<file path="src/rtl/timer_ctrl.sv">
// rtl/timer_ctrl.sv - timer sequencing controller: prescaler, counter enable/clear, sticky irq/ovf.
module timer_ctrl #(
    parameter int PRESC_W = 8
) (
    input  logic               clk,
    input  logic               clr,
    input  logic               start,
    input  logic               stop,
    input  logic               mode,
    input  logic [PRESC_W-1:0] presc,
    input  logic               irq_ack,
    input  logic               cnt_tc,
    output logic               cnt_en,
    output logic               cnt_clr,
    output logic               busy,
    output logic               irq,
    output logic               ovf,
    output logic [7:0]         evt_cnt
);

    localparam logic [1:0] ST_IDLE  = 2'd0;
    localparam logic [1:0] ST_CLEAR = 2'd1;
    localparam logic [1:0] ST_RUN   = 2'd2;

    localparam logic [PRESC_W-1:0] PSC_ONE = {{(PRESC_W-1){1'b0}}, 1'b1};

    logic [1:0]         state;
    logic [1:0]         state_n;
    logic [PRESC_W-1:0] presc_q;
    logic [PRESC_W-1:0] psc;
    logic [PRESC_W-1:0] psc_n;
    logic               mode_q;
    logic               irq_q;
    logic               ovf_q;
    logic [7:0]         evt_q;
    logic               tick;
    logic               evt;
    logic               accept_start;

    assign tick         = (state == ST_RUN) && (psc == presc_q);
    assign evt          = tick && cnt_tc;
    assign accept_start = start && !stop;

    // Commands override whatever the current state would do next.
    always_comb begin
        state_n = state;
        psc_n   = psc;
        case (state)
            ST_CLEAR: begin
                state_n = ST_RUN;
                psc_n   = '0;
            end
            ST_RUN: begin
                psc_n = tick ? '0 : (psc + PSC_ONE);
                if (evt && !mode_q) begin
                    state_n = ST_IDLE;
                    psc_n   = '0;
                end
            end
            default: begin
                state_n = ST_IDLE;
                psc_n   = '0;
            end
        endcase
        if (stop) begin
            state_n = ST_IDLE;
            psc_n   = '0;
        end else if (start) begin
            state_n = ST_CLEAR;
            psc_n   = '0;
        end
    end

    always_ff @(posedge clk or negedge clr) begin
        if (!clr) begin
            state   <= ST_IDLE;
            psc     <= '0;
            presc_q <= '0;
            mode_q  <= 1'b0;
        end else begin
            state <= state_n;
            psc   <= psc_n;
            if (accept_start) begin
                presc_q <= presc;
                mode_q  <= mode;
            end
        end
    end

    // Events are recorded even when stop lands in the same cycle; start wins over ovf/evt_cnt.
    always_ff @(posedge clk or negedge clr) begin
        if (!clr) begin
            irq_q <= 1'b0;
            ovf_q <= 1'b0;
            evt_q <= 8'd0;
        end else begin
            if (evt) begin
                irq_q <= 1'b1;
            end else if (irq_ack) begin
                irq_q <= 1'b0;
            end
            if (accept_start) begin
                ovf_q <= 1'b0;
            end else if (evt && irq_q && !irq_ack) begin
                ovf_q <= 1'b1;
            end
            if (accept_start) begin
                evt_q <= 8'd0;
            end else if (evt && (evt_q != 8'hFF)) begin
                evt_q <= evt_q + 8'd1;
            end
        end
    end

    assign cnt_clr = (state == ST_CLEAR);
    assign cnt_en  = tick;
    assign busy    = (state != ST_IDLE);
    assign irq     = irq_q;
    assign ovf     = ovf_q;
    assign evt_cnt = evt_q;

endmodule

</file>
<file path="config.mk">
export PLATFORM = sky130hd
export DESIGN_NAME = timer_ctrl
export DESIGN_NICKNAME = d
export VERILOG_FILES = /design/src/rtl/timer_ctrl.sv
export SDC_FILE = /design/constraint.sdc
export NUM_CORES = 1
export LEC_CHECK = 0
export ABC_AREA = 1
export CAP_MARGIN = 15
export CORE_MARGIN = 10
export CORE_UTILIZATION = 30
export CTS_CLUSTER_DIAMETER = 80
export CTS_CLUSTER_SIZE = 10
export DETAILED_ROUTE_END_ITERATION = 10
export PLACE_DENSITY_LB_ADDON = 0.2
export SLEW_MARGIN = 0
export SYNTH_ARGS = -nofsm -noshare
export SYNTH_HDL_FRONTEND = slang
export SYNTH_SLANG_ARGS = --single-unit
</file>
<file path="constraint.sdc">
create_clock -name clk -period 1.4 [get_ports clk]
set_input_delay 0.14 -clock clk [delete_from_list [all_inputs] [get_ports clk]]
set_output_delay 0.14 -clock clk [all_outputs]
set_load 0.05 [all_outputs]
</file>
==> results of run 1 <==
==> area by class of cell <==
type | instances | area (um2)
inverters | 24 | 90.1
clock inverters | 1 | 30.0
repair buffers | 71 | 738
multi-input cells | 142 | 898
flip-flops and latches | 29 | 733
well taps | 70 | 87.6
clock buffers | 7 | 86.3
fillers | 483 | 2380
==> worst max-delay path, cell delays in order, from the launching register on <==
cell and delay [ns]:
dfrtp_1 0.41, inv_2 0.06, nor2_1 0.04, buf_4 0.14, nor3b_4 0.18, nand3_2 0.10, nor3_4 0.16, buf_12 0.16
==> placed cells by master, fill, tap and decap left out <==
master,netlist,layout
nand3_1,15,12
nor3_4,0,4
nor2_1,30,20
ha_4,0,1
clkdlybuf4s50_1,0,14
dfrtp_2,0,6
clkbuf_8,0,6
nor3_1,5,3
nand4_4,1,1
nor3b_1,2,1
nand2_2,0,11
inv_2,3,5
nor2_2,1,8
o21ai_0,8,7
clkbuf_1,2,1
o21ai_2,0,1
xnor2_1,5,4
nand2_8,0,1
nand3_2,0,3
inv_1,21,19
dfrtp_1,29,23
ha_1,2,1
nor4_2,0,1
nor2_4,2,5
buf_12,0,13
and3_1,1,1
o2111ai_1,1,1
nand4_2,0,1
nor3b_4,0,1
a21oi_1,1,1
bufinv_16,0,1
buf_4,1,42
buf_6,0,2
xnor2_2,0,1
nand2_1,54,43
nand4_1,3,3
xor2_1,6,6
==> flip-flops by register name (all words and copies together), names as in the netlist <==
name     flops
evt_cnt      8
presc_q      8
psc          8
state        2
irq          1
mode_q       1
ovf          1
==> report_power, final <==
part           internal, mW  leakage, nW  switching, mW  total (mW)
Clock                 0.580       0.0585          0.333       0.913
Sequential            0.918        0.375         0.0698       0.987
Combinational         0.424        0.812          0.436       0.860
Total                  1.92         1.25          0.839        2.76
==> path summary, 6_finish.rpt <==
kind | from | endpoint | slack, ns
setup / recovery | psc[1]$_DFF_PN0_ | cnt_en | -0.29
hold / removal | clr | ovf$_DFFE_PN0P_ | 0.22
setup reg to reg | presc_q[7]$_DFFE_PN0P_ | evt_cnt[5]$_DFFE_PN0P_ | -0.09
hold reg to reg | presc_q[3]$_DFFE_PN0P_ | presc_q[3]$_DFFE_PN0P_ | 0.49
max in group asynchronous | clr | evt_cnt[5]$_DFFE_PN0P_ | 1.00
min in group clk | presc[5] | presc_q[5]$_DFFE_PN0P_ | 0.39
==> synth_stat cells <==
master,number
nand2_1,54
nor2_1,30
dfrtp_1,29
inv_1,21
nand3_1,15
o21ai_0,8
xor2_1,6
nor3_1,5
xnor2_1,5
inv_2,3
nand4_1,3
clkbuf_1,2
ha_1,2
nor2_4,2
nor3_2,2
nor3b_1,2
a21oi_1,1
and3_1,1
buf_4,1
nand2_4,1
nand4_4,1
nor2_2,1
nor4_1,1
o2111ai_1,1
==> through the flow <==
step	instances	setup slack, ns	instance area, um2	power (mW)
finish	344	-0.286	2660	2.76
CTS	344	-0.336	2560	2.77
global route	344	-0.415	2660	2.89
detailed placement	330	-0.0957	2350	1.81
floorplan	197	-0.155	1580	1.36
global placement	330	-0.0939	2350	1.80
==> what timing repair did <==
item                                    4_1_cts  5_1_grt
endpoints found under the setup margin       10       19
cloned                                        1        0
pin swaps                                     7        6
gates resized for setup                      11       30
buffers inserted                              5        0
==> layer usage <==
layer	routed length, um	vias to the layer above	GRT usage, %
li1	-	776	-
met1	1900	690	12.6
met2	2010	30	16.5
met3	165	8	2.20
met4	77	0	4.76
met5	0	-	0
==> cell families (layout without fill, tap and decap cells) <==
kind of cell,Yosys count,count (layout),share of synthesized area (%)
AO/OA/AOI/OAI,10,10,3.47
XOR/XNOR,11,11,6.22
adder cells (fa/ha/maj),2,2,1.62
buffers and inverters,27,103,6.79
flip-flops,29,29,46.9
AND/OR/NAND/NOR,118,119,35.1
==> run summary, run 1 <==
MaxCap Viol Count -> 0
Pleak -> 1.25 nW
Reg clk slew, reported paths -> 0.07 ns
CTS H-Tree Depth -> 2
setup ws final -> -0.286 ns
DR vias -> 1504
clock sink total -> 29
clock buffer depth -> 2
f_max -> 593 MHz
CTS tree -> done
failing checks -> negative setup slack
drt first-iter violations -> 50
final WL -> 4.16 mm
final setup vio count -> 17
layout cells sized above 1 -> 41.6%
Critical Path Source Type -> register
relative slew slack -> 67.5%
n_diodes -> 0
WHS -> 0.218 ns
final core utilization -> 52.8%
Final min period -> 1.69 ns
R2R cell count -> 10
core area -> 0.00504 mm2
die span in x -> 91.9 um
Initial DRT Pass Iterations -> 4
Num CTS Buffers -> 5
final clock skew -> 0.00266 ns
Starting Density -> 30.7%
register bit total from synthesis -> 29
die area -> 0.00844 mm2
final setup TNS -> -1.39 ns
GRT Util Overall -> 10.2%
Synth Instances -> 197
first-pass GRT wire length -> 7.03 mm
fin. max-slew vios -> 0
Final nets -> 290
Hold Buf Count CTS -> 0
Fin. Hold Viols -> 0
DP HPWL -> 2.99 mm
drt wl/cell -> 12.1 um
port buffer count -> 27
yosys warns -> 0
Critical Path AT -> 1.55 ns
# rows -> 26
HP Class -> input pin to asynchronous set/reset pin
sequential fraction of the synthesis area -> 46.8%
post-route ant nets -> 0
synthesized cell area -> 0.00155 mm2
largest net degree at the start of global routing -> 30
net count of the mapped netlist -> 214
Worst-Margin Slew -> 0.486 ns
CP Max Fanout -> 3
peak supply drop -> 0.000492 V
unrepaired setup endpoints after global routing -> yes
Pwr Density -> 1040 mW/mm2
largest area contributor in the netlist -> dfrtp_1
DR DRC count -> 0
grt ovf -> 0
area grow syn2layout -> 72.0%
Worst-Skew Late Latency -> 0.28 ns
CP Class -> register to output pin
period utilization -> 120%
GP Congestion -> 0.826
Setup crit end kind -> output pin
# IOs -> 28
via density per instance -> 4.37
Yosys cell types -> 24
syn avg cell area -> 7.86 um2
initial antenna violation count -> 0
status -> finished, violations left
root buffer cell -> clkbuf_8
Synth top area share -> 46.8%
Required @ worst endpoint -> 1.26 ns
Die Y -> 91.9 um
vias in the first global route -> 1545
Synth area leaders -> dfrtp_1 (47%), nand2_1 (13%), nor2_1 (7.3%)
(Power assumes the default switching activity.)
==> run 2, diff against run 1 <==
--- a/config.mk
+++ b/config.mk
@@ -13,6 +13,7 @@
 export CTS_CLUSTER_SIZE = 10
 export DETAILED_ROUTE_END_ITERATION = 10
 export PLACE_DENSITY_LB_ADDON = 0.2
+export REMOVE_ABC_BUFFERS = 1
 export SLEW_MARGIN = 0
 export SYNTH_ARGS = -nofsm -noshare
 export SYNTH_HDL_FRONTEND = slang
==> run summary, run 2 (same netlist as run 1, synthesis figures left out) <==
Reg clk slew, reported paths -> 0.06 ns
relative slew slack -> 62.7%
die area -> 0.00844 mm2
DR vias -> 1498
DP HPWL -> 2.97 mm
final core utilization -> 54.4%
most frequent cells in the layout -> nand2_1 (47), buf_4 (47), dfrtp_1 (29), nor2_1 (18), inv_1 (17)
# IOs -> 28
GRT Util Overall -> 9.78%
final WL -> 4.17 mm
dpl cells -> 333
n_diodes -> 0
CP Class -> register to output pin
vias in the first global route -> 1524
period utilization -> 118%
drt wl/cell -> 11.8 um
routed wl met2 -> 2.09 mm
Initial DRT Pass Iterations -> 4
Pleak -> 1.29 nW
status -> finished, violations left
area grow syn2layout -> 77.1%
post-placement cell area -> 0.00236 mm2
Worst-Margin Slew -> 0.558 ns
root buffer cell -> clkbuf_8
die span in x -> 91.9 um
GP Congestion -> 0.745
via density per instance -> 4.26
layout cells sized above 1 -> 44.0%
clock sink total -> 29
Setup crit end kind -> output pin
setup ws final -> -0.257 ns
Required @ worst endpoint -> 1.26 ns
DR DRC count -> 0
# rows -> 26
post-route cell area -> 0.00274 mm2
fin. max-slew vios -> 0
final setup vio count -> 18
highest metal used -> met4
f_max -> 604 MHz
final clock skew -> 0.00721 ns
peak supply drop -> 0.000471 V
failing checks -> negative setup slack
met3 WL -> 134 um
Num CTS Buffers -> 5
Critical Path AT -> 1.52 ns
Final min period -> 1.66 ns
drt first-iter violations -> 81
clock buffer depth -> 2
HP Class -> input pin to asynchronous set/reset pin
met1 wire length -> 1.89 mm
Pwr Density -> 915 mW/mm2
Final nets -> 299
core area -> 0.00504 mm2
Fin. Hold Viols -> 0
Starting Density -> 30.7%
MaxCap Viol Count -> 0
post-route ant nets -> 0
unrepaired setup endpoints after global routing -> yes
pre-CTS worst setup slack -> -0.0627 ns
CTS tree -> done
Post-Layout Cell Count -> 352
CP Max Fanout -> 2
WHS -> 0.240 ns
final total power -> 2.51 mW
Critical Path Source Type -> register
port buffer count -> 27
initial antenna violation count -> 0
final setup TNS -> -0.882 ns
Worst-Skew Late Latency -> 0.28 ns
Die Y -> 91.9 um
first-pass GRT wire length -> 6.78 mm
largest net degree at the start of global routing -> 30
CTS H-Tree Depth -> 2
grt ovf -> 0
run 2: cell count changes in the layout (fill, tap and decap cells not counted), moves of 3 or more:
cell	change
buf_4	+5
dfrtp_1	+6
nand2_2	-4
nand3_1	-7
buf_12	+3
nand2_1	+4
nand3_2	+6
nor3_2	+4
nor3_4	-3
dfrtp_2	-6
run 2: what timing repair did:
action / in CTS / in global routing
cloned: 0 / 0
pin swaps: 17 / 11
endpoints found under the setup margin: 10 / 20
setup buffers: 9 / 4
hold buffers: 0 / 0
gates resized for setup: 18 / 38
run 2: critical path, cell delays in order (launching register included):
cell and delay, ns:
dfrtp_1 0.39, xnor2_1 0.19, nor3b_2 0.20, nand3_1 0.10, nor3_2 0.10, buf_4 0.14
buf_12 0.12
run 2: path summary, 6_finish.rpt:
path / end / depth (start not counted) / slack [ns] / from
worst max register to register: evt_cnt[3]$_DFFE_PN0P_ / 8 / -0.06 / evt_cnt[1]$_DFFE_PN0P_
max in group asynchronous: psc[3]$_DFF_PN0_ / 2 / 0.87 / clr
worst min register to register: mode_q$_DFFE_PN0P_ / 2 / 0.50 / mode_q$_DFFE_PN0P_
min in group clk: mode_q$_DFFE_PN0P_ / 3 / 0.41 / mode
worst max-delay path: cnt_en / 6 / -0.26 / presc_q[3]$_DFFE_PN0P_
worst min-delay path: evt_cnt[7]$_DFFE_PN0P_ / 2 / 0.24 / clr
run 2: per-layer routing:
layer | vias up | track usage, %
li1 | 788 | -
met1 | 686 | 10.8
met2 | 19 | 16.8
met3 | 5 | 3.67
met4 | 0 | 3.47
met5 | - | 0
run 2: report_power, final:
part | total, mW | switching, mW | internal, mW
registers | 0.968 | 0.0561 | 0.912
clock network | 0.692 | 0.303 | 0.389
logic | 0.849 | 0.435 | 0.414
total | 2.51 | 0.794 | 1.72
run 2: cell type report:
cell class	instances	area, um2
fill	465	2300
sequential	29	726
timing repair buffer	81	858
inverter	24	90.1
clock buffer	7	86.3
multi-input combinational	141	895
tap	70	87.6
==> run 3, diff against run 2 <==
--- a/config.mk
+++ b/config.mk
@@ -12,7 +12,7 @@
 export CTS_CLUSTER_DIAMETER = 80
 export CTS_CLUSTER_SIZE = 10
 export DETAILED_ROUTE_END_ITERATION = 10
-export PLACE_DENSITY_LB_ADDON = 0.2
+export PLACE_DENSITY = 0.63
 export REMOVE_ABC_BUFFERS = 1
 export SLEW_MARGIN = 0
 export SYNTH_ARGS = -nofsm -noshare
==> run summary, run 3 (same netlist as run 1, synthesis figures left out) <==
status -> finished, violations left
failing checks -> negative setup slack
f_max -> 571 MHz
HP Class -> input pin to asynchronous set/reset pin
crit path launch -> presc_q[3]$_DFFE_PN0P_
P_int -> 1.65 mW
Clock power frac -> 26.4%
clock buffer depth -> 2
MaxCap Viol Count -> 0
period utilization -> 125%
critical path cell sequence -> xnor2_2, nor3b_2, nand3_1, nor3_2, buf_4, buf_12
final setup TNS -> -0.870 ns
setup ws final -> -0.351 ns
CP Max Fanout -> 2
# rows -> 26
via density per instance -> 4.43
pre-CTS worst setup slack -> -0.119 ns
core area -> 0.00504 mm2
DP HPWL -> 2.90 mm
grt ovf -> 0
layout cells sized above 1 -> 40.1%
layout filler cell count -> 469
fin. max-slew vios -> 0
Die Y -> 91.9 um
area grow syn2layout -> 66.7%
switching pwr -> 0.787 mW
area occupied by multi-input gates -> 885 um2
peak supply drop -> 0.000415 V
initial antenna violation count -> 0
commonest non-fill, non-tap cell in the layout -> nand2_1
clock sink total -> 29
final WL -> 4.05 mm
Final min period -> 1.75 ns
Num CTS Buffers -> 5
die span in x -> 91.9 um
drt wl/cell -> 11.9 um
Critical Path Source Type -> register
port buffer count -> 27
GRT Util Overall -> 9.84%
register share of total power -> 39.7%
Worst-Skew Late Latency -> 0.28 ns
most frequent cells in the layout -> nand2_1 (43), buf_4 (34), dfrtp_1 (29), nor2_1 (25), inv_1 (17)
Comb power frac -> 33.8%
Final nets -> 285
Critical Path AT -> 1.61 ns
Fin. Hold Viols -> 0
Initial DRT Pass Iterations -> 4
relative slew slack -> 63.1%
Max stage delay on crit path -> 0.41 ns
GP Congestion -> 0.844
n_diodes -> 0
final total power -> 2.44 mW
final setup vio count -> 9
CP Class -> register to output pin
vias in the first global route -> 1583
post-route ant nets -> 0
largest net degree at the start of global routing -> 30
register area -> 726 um2
drt first-iter violations -> 31
Starting Density -> 30.7%
CTS H-Tree Depth -> 2
DR DRC count -> 0
root buffer cell -> clkbuf_8
R2R cell count -> 8
CTS tree -> done
R2R Path Start -> evt_cnt[0]$_DFFE_PN0P_
Setup crit end kind -> output pin
Crit-path slowest cell -> dfrtp_1
final clock skew -> 0.00479 ns
die area -> 0.00844 mm2
Worst-Margin Slew -> 0.554 ns
first-pass GRT wire length -> 6.96 mm
Pwr Density -> 945 mW/mm2
DR vias -> 1502
Reg clk slew, reported paths -> 0.06 ns
# IOs -> 28
unrepaired setup endpoints after global routing -> yes
Pleak -> 1.23 nW
Required @ worst endpoint -> 1.26 ns
sw frac -> 32.3%
[run 3: changes by cell type in the layout (fill, tap and decap cells not counted), moves of 4 or more]
| cell | previous run | this run |
|---|---|---|
| nand2_1 | 47 | 43 |
| nand2_2 | 7 | 11 |
| nor2_1 | 18 | 25 |
| buf_4 | 47 | 34 |
| buf_12 | 16 | 12 |
| nor2_4 | 7 | 3 |
[run 3: worst max-delay path: cells and delay by family, from the launching register on]
family,cells,cell delay (ns)
XOR/XNOR,1,0.17
buffers and inverters,2,0.27
flip-flops,1,0.41
AND/OR/NAND/NOR,3,0.48
[run 3: worst paths after layout]
path,endpoint,slack [ns]
worst max-delay path,cnt_en,-0.35
worst min-delay path,ovf$_DFFE_PN0P_,0.24
worst max register to register,evt_cnt[4]$_DFFE_PN0P_,-0.07
worst min register to register,mode_q$_DFFE_PN0P_,0.50
max in group asynchronous,presc_q[0]$_DFFE_PN0P_,0.88
min in group clk,presc_q[3]$_DFFE_PN0P_,0.40
[run 3: layer usage]
layer	GRT usage (%)	up-vias	wire length, um	part of all wire [%]
met1	10.6	713	1590	39
met3	3.10	6	159	3.9
met4	3.86	0	59	1.5
met2	17.5	21	2240	55
met5	0	-	0	0
li1	-	762	-	-
[run 3: cell type report]
class,instances,share of cell area [%]
inverters,24,3.49
clock buffers,8,3.10
well taps,70,3.39
multi-input cells,141,34.3
flip-flops and latches,29,28.1
repair buffers,67,27.7
[run 3: power groups by stage]
stage / registers (mW) / logic, mW / clock network [mW]
finish: 0.969 / 0.826 / 0.645
global route: 0.982 / 0.890 / 0.709
CTS: 0.963 / 0.784 / 0.660
detailed placement: 0.977 / 0.761 / 0
global placement: 0.972 / 0.757 / 0
floorplan: 1.12 / 0.208 / 0
[run 3: repair_timing]
item	4_1_cts	5_1_grt
setup buffers	0	4
pin swaps	17	18
cloned	0	0
resized for setup	14	38
setup endpoints to repair	10	20
hold buffers	0	0
[run 3: through the flow]
step,instance area [um2],hold WS [ns],util (%),std cells
5_1_grt,2580,0.277,51.2,339
2_1_floorplan,1530,-0.156,-,194
3_3_place_gp,2290,0.451,45.4,328
6_report,2580,0.244,51.2,339
4_1_cts,2430,0.261,48.2,336
3_5_place_dp,2290,0.462,45.4,328
